===== src/rtl/kf8253_counter_channel.sv =====
// kf8253_counter_channel
// One 16-bit 8253 counter channel. It takes the decoded strobes and the latched
// data byte from the bus control logic, and it produces the channel OUT waveform
// and the byte returned on counter reads. It supports modes 0, 2 and 3, the
// counter-latch command, and LSB / MSB / LSB-then-MSB access. Counting is always
// binary: the BCD bit of the control word is accepted but has no effect.
//
// Ports:
//   clock              system clock; all state updates on the rising edge
//   reset              synchronous, active-high
//   internal_data_bus  last written bus byte, stable while a write strobe is high
//   write_control      one-cycle pulse: control word for this channel
//   write_counter      one-cycle pulse: count byte for this channel
//   read_counter       level, high while this channel is being read
//   counter_clock      channel CLK, synchronous to clock, each level held >= 1 clock
//   counter_gate       channel GATE, synchronous to clock
//   counter_out        channel OUT (registered)
//   read_data          byte presented for the current read
module kf8253_counter_channel (
  input  logic       clock,
  input  logic       reset,
  input  logic [7:0] internal_data_bus,
  input  logic       write_control,
  input  logic       write_counter,
  input  logic       read_counter,
  input  logic       counter_clock,
  input  logic       counter_gate,
  output logic       counter_out,
  output logic [7:0] read_data
);

  typedef enum logic [1:0] {
    MODE0 = 2'd0,
    MODE2 = 2'd1,
    MODE3 = 2'd2
  } mode_t;

  // Modes 6/7 alias to 2/3; modes 1, 4 and 5 behave as mode 0.
  function automatic mode_t decode_mode(input logic [2:0] mode_field);
    mode_t result;
    case (mode_field[1:0])
      2'b10:   result = MODE2;
      2'b11:   result = MODE3;
      default: result = MODE0;
    endcase
    return result;
  endfunction

  logic [1:0]  rw_r;
  mode_t       mode_r;
  logic [15:0] n_r;              // count register written by the CPU
  logic [15:0] count_r;          // counting element
  logic [15:0] latched_count_r;
  logic        latched_r;
  logic        write_msb_r;      // next count byte of an RW=11 pair is the MSB
  logic        read_msb_r;       // next read byte of an RW=11 pair is the MSB
  logic        load_pending_r;
  logic        counting_r;
  logic        out_r;
  logic        prev_clk_r;
  logic        prev_gate_r;
  logic        prev_read_r;

  logic        count_event_s;
  logic        gate_rise_s;
  logic        read_done_s;
  logic [15:0] load_value_s;
  logic [15:0] half_s;
  logic [15:0] count_dec_s;
  logic [15:0] source_s;
  mode_t       ctrl_mode_s;

  assign count_event_s = prev_clk_r & ~counter_clock;
  assign gate_rise_s   = counter_gate & ~prev_gate_r;
  assign read_done_s   = prev_read_r & ~read_counter;
  assign ctrl_mode_s   = decode_mode(internal_data_bus[3:1]);
  assign counter_out   = out_r;

  // Reload value, mode 3 half-period threshold and decremented count.
  always_comb begin
    load_value_s = n_r;
    half_s       = 16'h0000;
    count_dec_s  = count_r - 16'd1;
    // N=1 runs as N=2 in the periodic modes.
    if ((mode_r != MODE0) && (n_r == 16'd1)) begin
      load_value_s = 16'd2;
    end else begin
      load_value_s = n_r;
    end
    // OUT stays high while the count is above floor(N/2); N=0 stands for 65536.
    if (load_value_s == 16'd0) begin
      half_s = 16'h8000;
    end else begin
      half_s = {1'b0, load_value_s[15:1]};
    end
  end

  // Read byte selection from the latch or the live counting element.
  always_comb begin
    source_s  = count_r;
    read_data = 8'h00;
    if (latched_r) begin
      source_s = latched_count_r;
    end else begin
      source_s = count_r;
    end
    if ((rw_r == 2'b10) || ((rw_r == 2'b11) && read_msb_r)) begin
      read_data = source_s[15:8];
    end else begin
      read_data = source_s[7:0];
    end
  end

  // Channel state: control words, count writes, counting, gate and read tracking.
  always_ff @(posedge clock) begin
    if (reset) begin
      rw_r            <= 2'b11;
      mode_r          <= MODE0;
      n_r             <= 16'h0000;
      count_r         <= 16'h0000;
      latched_count_r <= 16'h0000;
      latched_r       <= 1'b0;
      write_msb_r     <= 1'b0;
      read_msb_r      <= 1'b0;
      load_pending_r  <= 1'b0;
      counting_r      <= 1'b0;
      out_r           <= 1'b0;
      prev_clk_r      <= 1'b0;
      prev_gate_r     <= 1'b0;
      prev_read_r     <= 1'b0;
    end else begin
      prev_clk_r  <= counter_clock;
      prev_gate_r <= counter_gate;
      prev_read_r <= read_counter;

      // A control write, including the latch command, discards a coincident count event.
      if (write_control) begin
        if (internal_data_bus[5:4] == 2'b00) begin
          if (!latched_r) begin
            latched_count_r <= count_r;
            latched_r       <= 1'b1;
          end
        end else begin
          rw_r           <= internal_data_bus[5:4];
          mode_r         <= ctrl_mode_s;
          write_msb_r    <= 1'b0;
          read_msb_r     <= 1'b0;
          latched_r      <= 1'b0;
          counting_r     <= 1'b0;
          load_pending_r <= 1'b0;
          out_r          <= (ctrl_mode_s == MODE0) ? 1'b0 : 1'b1;
        end
      end else begin
        if (count_event_s) begin
          if (load_pending_r) begin
            count_r        <= load_value_s;
            load_pending_r <= 1'b0;
            counting_r     <= 1'b1;
            if (mode_r != MODE0) begin
              out_r <= 1'b1;
            end
          end else if (counting_r && counter_gate) begin
            case (mode_r)
              MODE2: begin
                if (count_r == 16'd1) begin
                  count_r <= load_value_s;
                  out_r   <= 1'b1;
                end else begin
                  count_r <= count_dec_s;
                  out_r   <= (count_dec_s != 16'd1);
                end
              end
              MODE3: begin
                if (count_r == 16'd1) begin
                  count_r <= load_value_s;
                  out_r   <= 1'b1;
                end else begin
                  count_r <= count_dec_s;
                  out_r   <= (count_dec_s > half_s);
                end
              end
              default: begin
                // Mode 0 keeps wrapping through FFFF; OUT only ever rises here.
                count_r <= count_dec_s;
                if (count_r == 16'd1) begin
                  out_r <= 1'b1;
                end
              end
            endcase
          end
        end

        // In the periodic modes a low gate holds OUT high and a rising gate restarts.
        if (mode_r != MODE0) begin
          if (!counter_gate) begin
            out_r <= 1'b1;
          end
          if (gate_rise_s && counting_r) begin
            load_pending_r <= 1'b1;
          end
        end

        if (write_counter) begin
          case (rw_r)
            2'b01: begin
              n_r            <= {8'h00, internal_data_bus};
              load_pending_r <= 1'b1;
              if (mode_r == MODE0) begin
                out_r <= 1'b0;
              end
            end
            2'b10: begin
              n_r            <= {internal_data_bus, 8'h00};
              load_pending_r <= 1'b1;
              if (mode_r == MODE0) begin
                out_r <= 1'b0;
              end
            end
            default: begin
              if (!write_msb_r) begin
                // First byte of a pair: never load a half-written count.
                n_r[7:0]       <= internal_data_bus;
                write_msb_r    <= 1'b1;
                load_pending_r <= 1'b0;
                if (mode_r == MODE0) begin
                  out_r      <= 1'b0;
                  counting_r <= 1'b0;
                end
              end else begin
                n_r[15:8]      <= internal_data_bus;
                write_msb_r    <= 1'b0;
                load_pending_r <= 1'b1;
                if (mode_r == MODE0) begin
                  out_r <= 1'b0;
                end
              end
            end
          endcase
        end

        // The end of a read access steps the pointer and releases the latch after the last byte.
        if (read_done_s) begin
          if (rw_r == 2'b11) begin
            read_msb_r <= ~read_msb_r;
            if (read_msb_r) begin
              latched_r <= 1'b0;
            end
          end else begin
            latched_r <= 1'b0;
          end
        end
      end
    end
  end

endmodule

===== config.mk =====
export PLATFORM = sky130hd
export DESIGN_NAME = kf8253_counter_channel
export DESIGN_NICKNAME = d
export VERILOG_FILES = /design/src/rtl/kf8253_counter_channel.sv
export SDC_FILE = /design/constraint.sdc
export NUM_CORES = 1
export LEC_CHECK = 0
export BUFFER_PORTS_ARGS = -buffer_cell sky130_fd_sc_hd__buf_2
export CORE_MARGIN = 1
export CORE_UTILIZATION = 30
export DETAILED_ROUTE_END_ITERATION = 10
export PLACE_DENSITY = 0.5
export SETUP_SLACK_MARGIN = 0.15
export SYNTH_ARGS = -nofsm -noshare
export SYNTH_HDL_FRONTEND = slang
export SYNTH_SLANG_ARGS = --single-unit

===== constraint.sdc =====
create_clock -name clock -period 3.4 [get_ports clock]
set_clock_uncertainty 0.1 [all_clocks]
set_input_delay 0.17 -clock clock [delete_from_list [all_inputs] [get_ports clock]]
set_output_delay 0.17 -clock clock [all_outputs]
set_load 0.01 [all_outputs]

==> run summary <==
outcome - finished, final reports clean
met3 wire length - 284 um
number of flops mapped to enable cells by yosys - 0
Die ar. - 0.0135 sq mm
required time at the endpoint of the critical path - 3520 ps
Yosys reg bits - 61
maximum VDD drop - 0.226 mV
Sum Neg Setup Slack - 0 ps
main combinational cell family by area after synthesis - simple AND/OR/NAND/NOR gates
I/O Pins - 24
fin crit share - 92.1%
highest clock frequency the design can meet - 319 MHz
leakage - 1.71 nW
global-route wire length before repair - 17.5 mm
startpoint of the worst-slack reg-to-reg timing path - count_r[6]
category of the worst setup path capture point - flip-flop
proportion of synthesized flip-flops having asynchronous set or reset - 0%
per-instance average area after synthesis - 8.13 sq um
Clock Sinks - 61
Starting Density - 30.9%
gr ovfl total - 0
share of synthesized area occupied by flip-flops and latches - 31.2%
die extent in y - 116 um
total number of placement rows - 41
transition time at the pin with the least slew margin - 1110 ps
metal1 wirelength - 5.19 mm
launch point of the critical path - count_r[6]
iteration-0 DRC count of the detailed router - 195
Post-Synthesis Net Count - 521
Max Fanout on Critical Path - 4
DRC violation count after routing - 0
Core Footprint - 0.0127 sq mm
Max Slew Vio Count - 0
MaxCap Viol Count - 0
unrepaired setup endpoints after global routing - false
CTS tree - built
insertion delay to the later sink of the worst-skew pair - 340 ps
total setup violations reported at the end of the flow - 0
chip width - 116 um
Critical Path AT - 3250 ps
layout overhead on the synthesized area - 15.9%
type of the worst min-delay path - input port to flip-flop
adder-cell share of the synthesized area - 8.00%
placed standard-cell area - 0.00417 sq mm
cell depth of the worst flop-to-flop path - 12
r2r setup slk - 270 ps
Gate Count Post-Synth - 481
Port Buffers - 23
detailed-routed wire length on met2 - 5.01 mm
relative slew slack - 26.0%
Ant. Diodes - 0
clock period minus worst slack - 3130 ps
Inserted Clock Buffers - 9
pin count of the biggest net entering global routing - 45
pre-CTS setup slack - 146 ps
highest routed layer - met4
worst path setup slack after routing - 268 ps
total non-filler cell area in the finished layout - 0.00453 sq mm
final WL - 10.8 mm
number of antenna violations at the first check in global routing - 0
leading post-synthesis cells by cell area - dfxtp_1, ha_1, a21oi_1
pwr dens - 403 mW/mm^2
total of warnings raised by yosys - 0
most common flop cell mapped by yosys - dfxtp_1
All-Layer GR Usage - 17.1%
Worst Hold Path Cells - 3
HPWL after detailed placement - 7.97 mm
number of global-route vias before repair - 3,366
mux share of post-synthesis cell area - 6.91%
clock transition at the registers of the reported paths - 50 ps
layout cell share with drive strength beyond 1 - 17.8%
Yosys top cell by area - dfxtp_1
post-synthesis share of cell area spent on and, or, nand and nor gates - 25.0%
fraction of synthesized cell area in xor and xnor cells - 3.10%
CTS H-tree lvls - 3
Vias/cell - 5.13
number of nets with antenna violations after routing - 0
global placer's final weighted congestion - 0.815
Synth top area share - 31.2%
CP Class - flip-flop to flip-flop
source of the worst hold timing path - internal_data_bus[7]
first-pass iteration count of the detailed router - 4
element type at the critical path start - flip-flop
compound-cell area share of the yosys netlist - 18.1%
Synth Cell Area - 0.00391 sq mm
Root Buffer Master - clkbuf_16
total via count after detailed routing - 3,502
mean routed wirelength per cell - 15.8 um
Yosys cell types - 59
final count of hold timing violations - 0
number of nets in the finished design - 547
worst-case clock buffer depth - 2
-- cell usage in the layout, fill, tap and decap left out, types with 3 or more instances in the layout --
cell	n
nor2_1	31
mux4_2	7
nand3_1	23
xnor2_1	7
buf_4	23
buf_2	23
or2_2	4
nor4_1	4
o21ai_0	13
clkinvlp_4	3
nand2_1	81
ha_1	25
inv_1	26
nand2b_1	3
nand4_1	6
a21oi_1	61
a22oi_1	8
xor2_1	4
dfxtp_1	59
nor2b_1	7
a211oi_1	3
o211ai_1	7
clkbuf_16	9
nor3_1	8
a21o_1	4
mux2i_1	3
nand4b_1	3
mux2_1	5
-- metrics by stage --
step                      total power, W  cells  hold WS, ps  utilization (%)
after global routing             0.00191    683         21.7             35.8
after floorplan                 0.000932    481          198                -
after CTS                        0.00184    679         6.11             35.3
after global placement          0.000993    660          301             32.9
final                            0.00183    683         15.8             35.8
after detailed placement        0.000995    660          302             32.9
-- where the power goes --
| group | switching [W] | internal [W] |
|---|---|---|
| Clock | 0.000324 | 0.000509 |
| Sequential | 0.0000201 | 0.000732 |
| Combinational | 0.000144 | 0.0000988 |
| Total | 0.000488 | 0.00134 |
-- cell usage after synthesis (4+ instances only) --
| cell type | count |
|---|---|
| nor4_1 | 4 |
| a22oi_1 | 8 |
| dfxtp_1 | 61 |
| o21ai_0 | 13 |
| nor3_1 | 9 |
| mux4_2 | 7 |
| buf_4 | 4 |
| o211ai_1 | 7 |
| or2_2 | 4 |
| buf_6 | 5 |
| ha_1 | 25 |
| a21o_1 | 4 |
| mux2_1 | 5 |
| xnor2_1 | 7 |
| inv_1 | 26 |
| xor2_1 | 5 |
| nor2b_1 | 7 |
| clkbuf_1 | 16 |
| nand4_1 | 6 |
| nand3_1 | 24 |
| nor2_1 | 31 |
| a21oi_1 | 61 |
| nand2_1 | 81 |
-- logic make-up (layout without fill, tap and decap cells) --
logic type | count (synthesis) | after routing
compound gates | 115 | 115
xor+xnor | 13 | 13
fa+ha+maj | 25 | 25
buf+inv | 59 | 89
flops | 61 | 61
mux | 16 | 16
simple gates | 192 | 192
-- critical path, stage by stage (launching register included) --
cell	delay, ps
dfxtp_1	330
nor4_4	410
buf_4	190
buf_4	120
nand3_2	80
xor2_2	230
inv_1	70
ha_1	290
nand4_1	120
or4_4	550
o211ai_1	180
a21oi_1	60
o31a_1	290
-- per-layer routing --
metal | up-vias | global-route usage (%)
met5 | - | 0
met4 | 0 | 8.46
met3 | 23 | 3.74
met2 | 52 | 27.0
met1 | 1670 | 22.2
li1 | 1757 | -
-- worst paths after layout --
kind,end
setup / recovery,counter_out
hold / removal,n_r[15]
setup reg to reg,counter_out
hold reg to reg,latched_count_r[2]
-- flip-flops by register name (all words and copies together), names as in the netlist --
register,cells
latched_r,1
mode_r,2
prev_gate_r,1
load_pending_r,1
latched_count_r,16
n_r,16
rw_r,2
prev_clk_r,1
count_r,16
write_msb_r,1
counting_r,1
counter_out,1
read_msb_r,1
prev_read_r,1
-- area by class of cell --
| type | instances | area [sq um] |
|---|---|---|
| timing repair buffer | 48 | 308 |
| clock buffer | 12 | 246 |
| inverter | 26 | 97.6 |
| tap | 172 | 215 |
| sequential | 61 | 1220 |
| fill | 1360 | 8140 |
| clock inverter | 3 | 22.5 |
| multi-input combinational | 361 | 2420 |
-- timing repair --
action	4_1_cts	5_1_grt
hold buffers	2	0
gates resized for setup	0	6
setup buffers	2	4
endpoints found under the setup margin	1	1
pin swaps	1	7
endpoints found under the hold margin	2	0
Power figures use the tool's default switching activity.
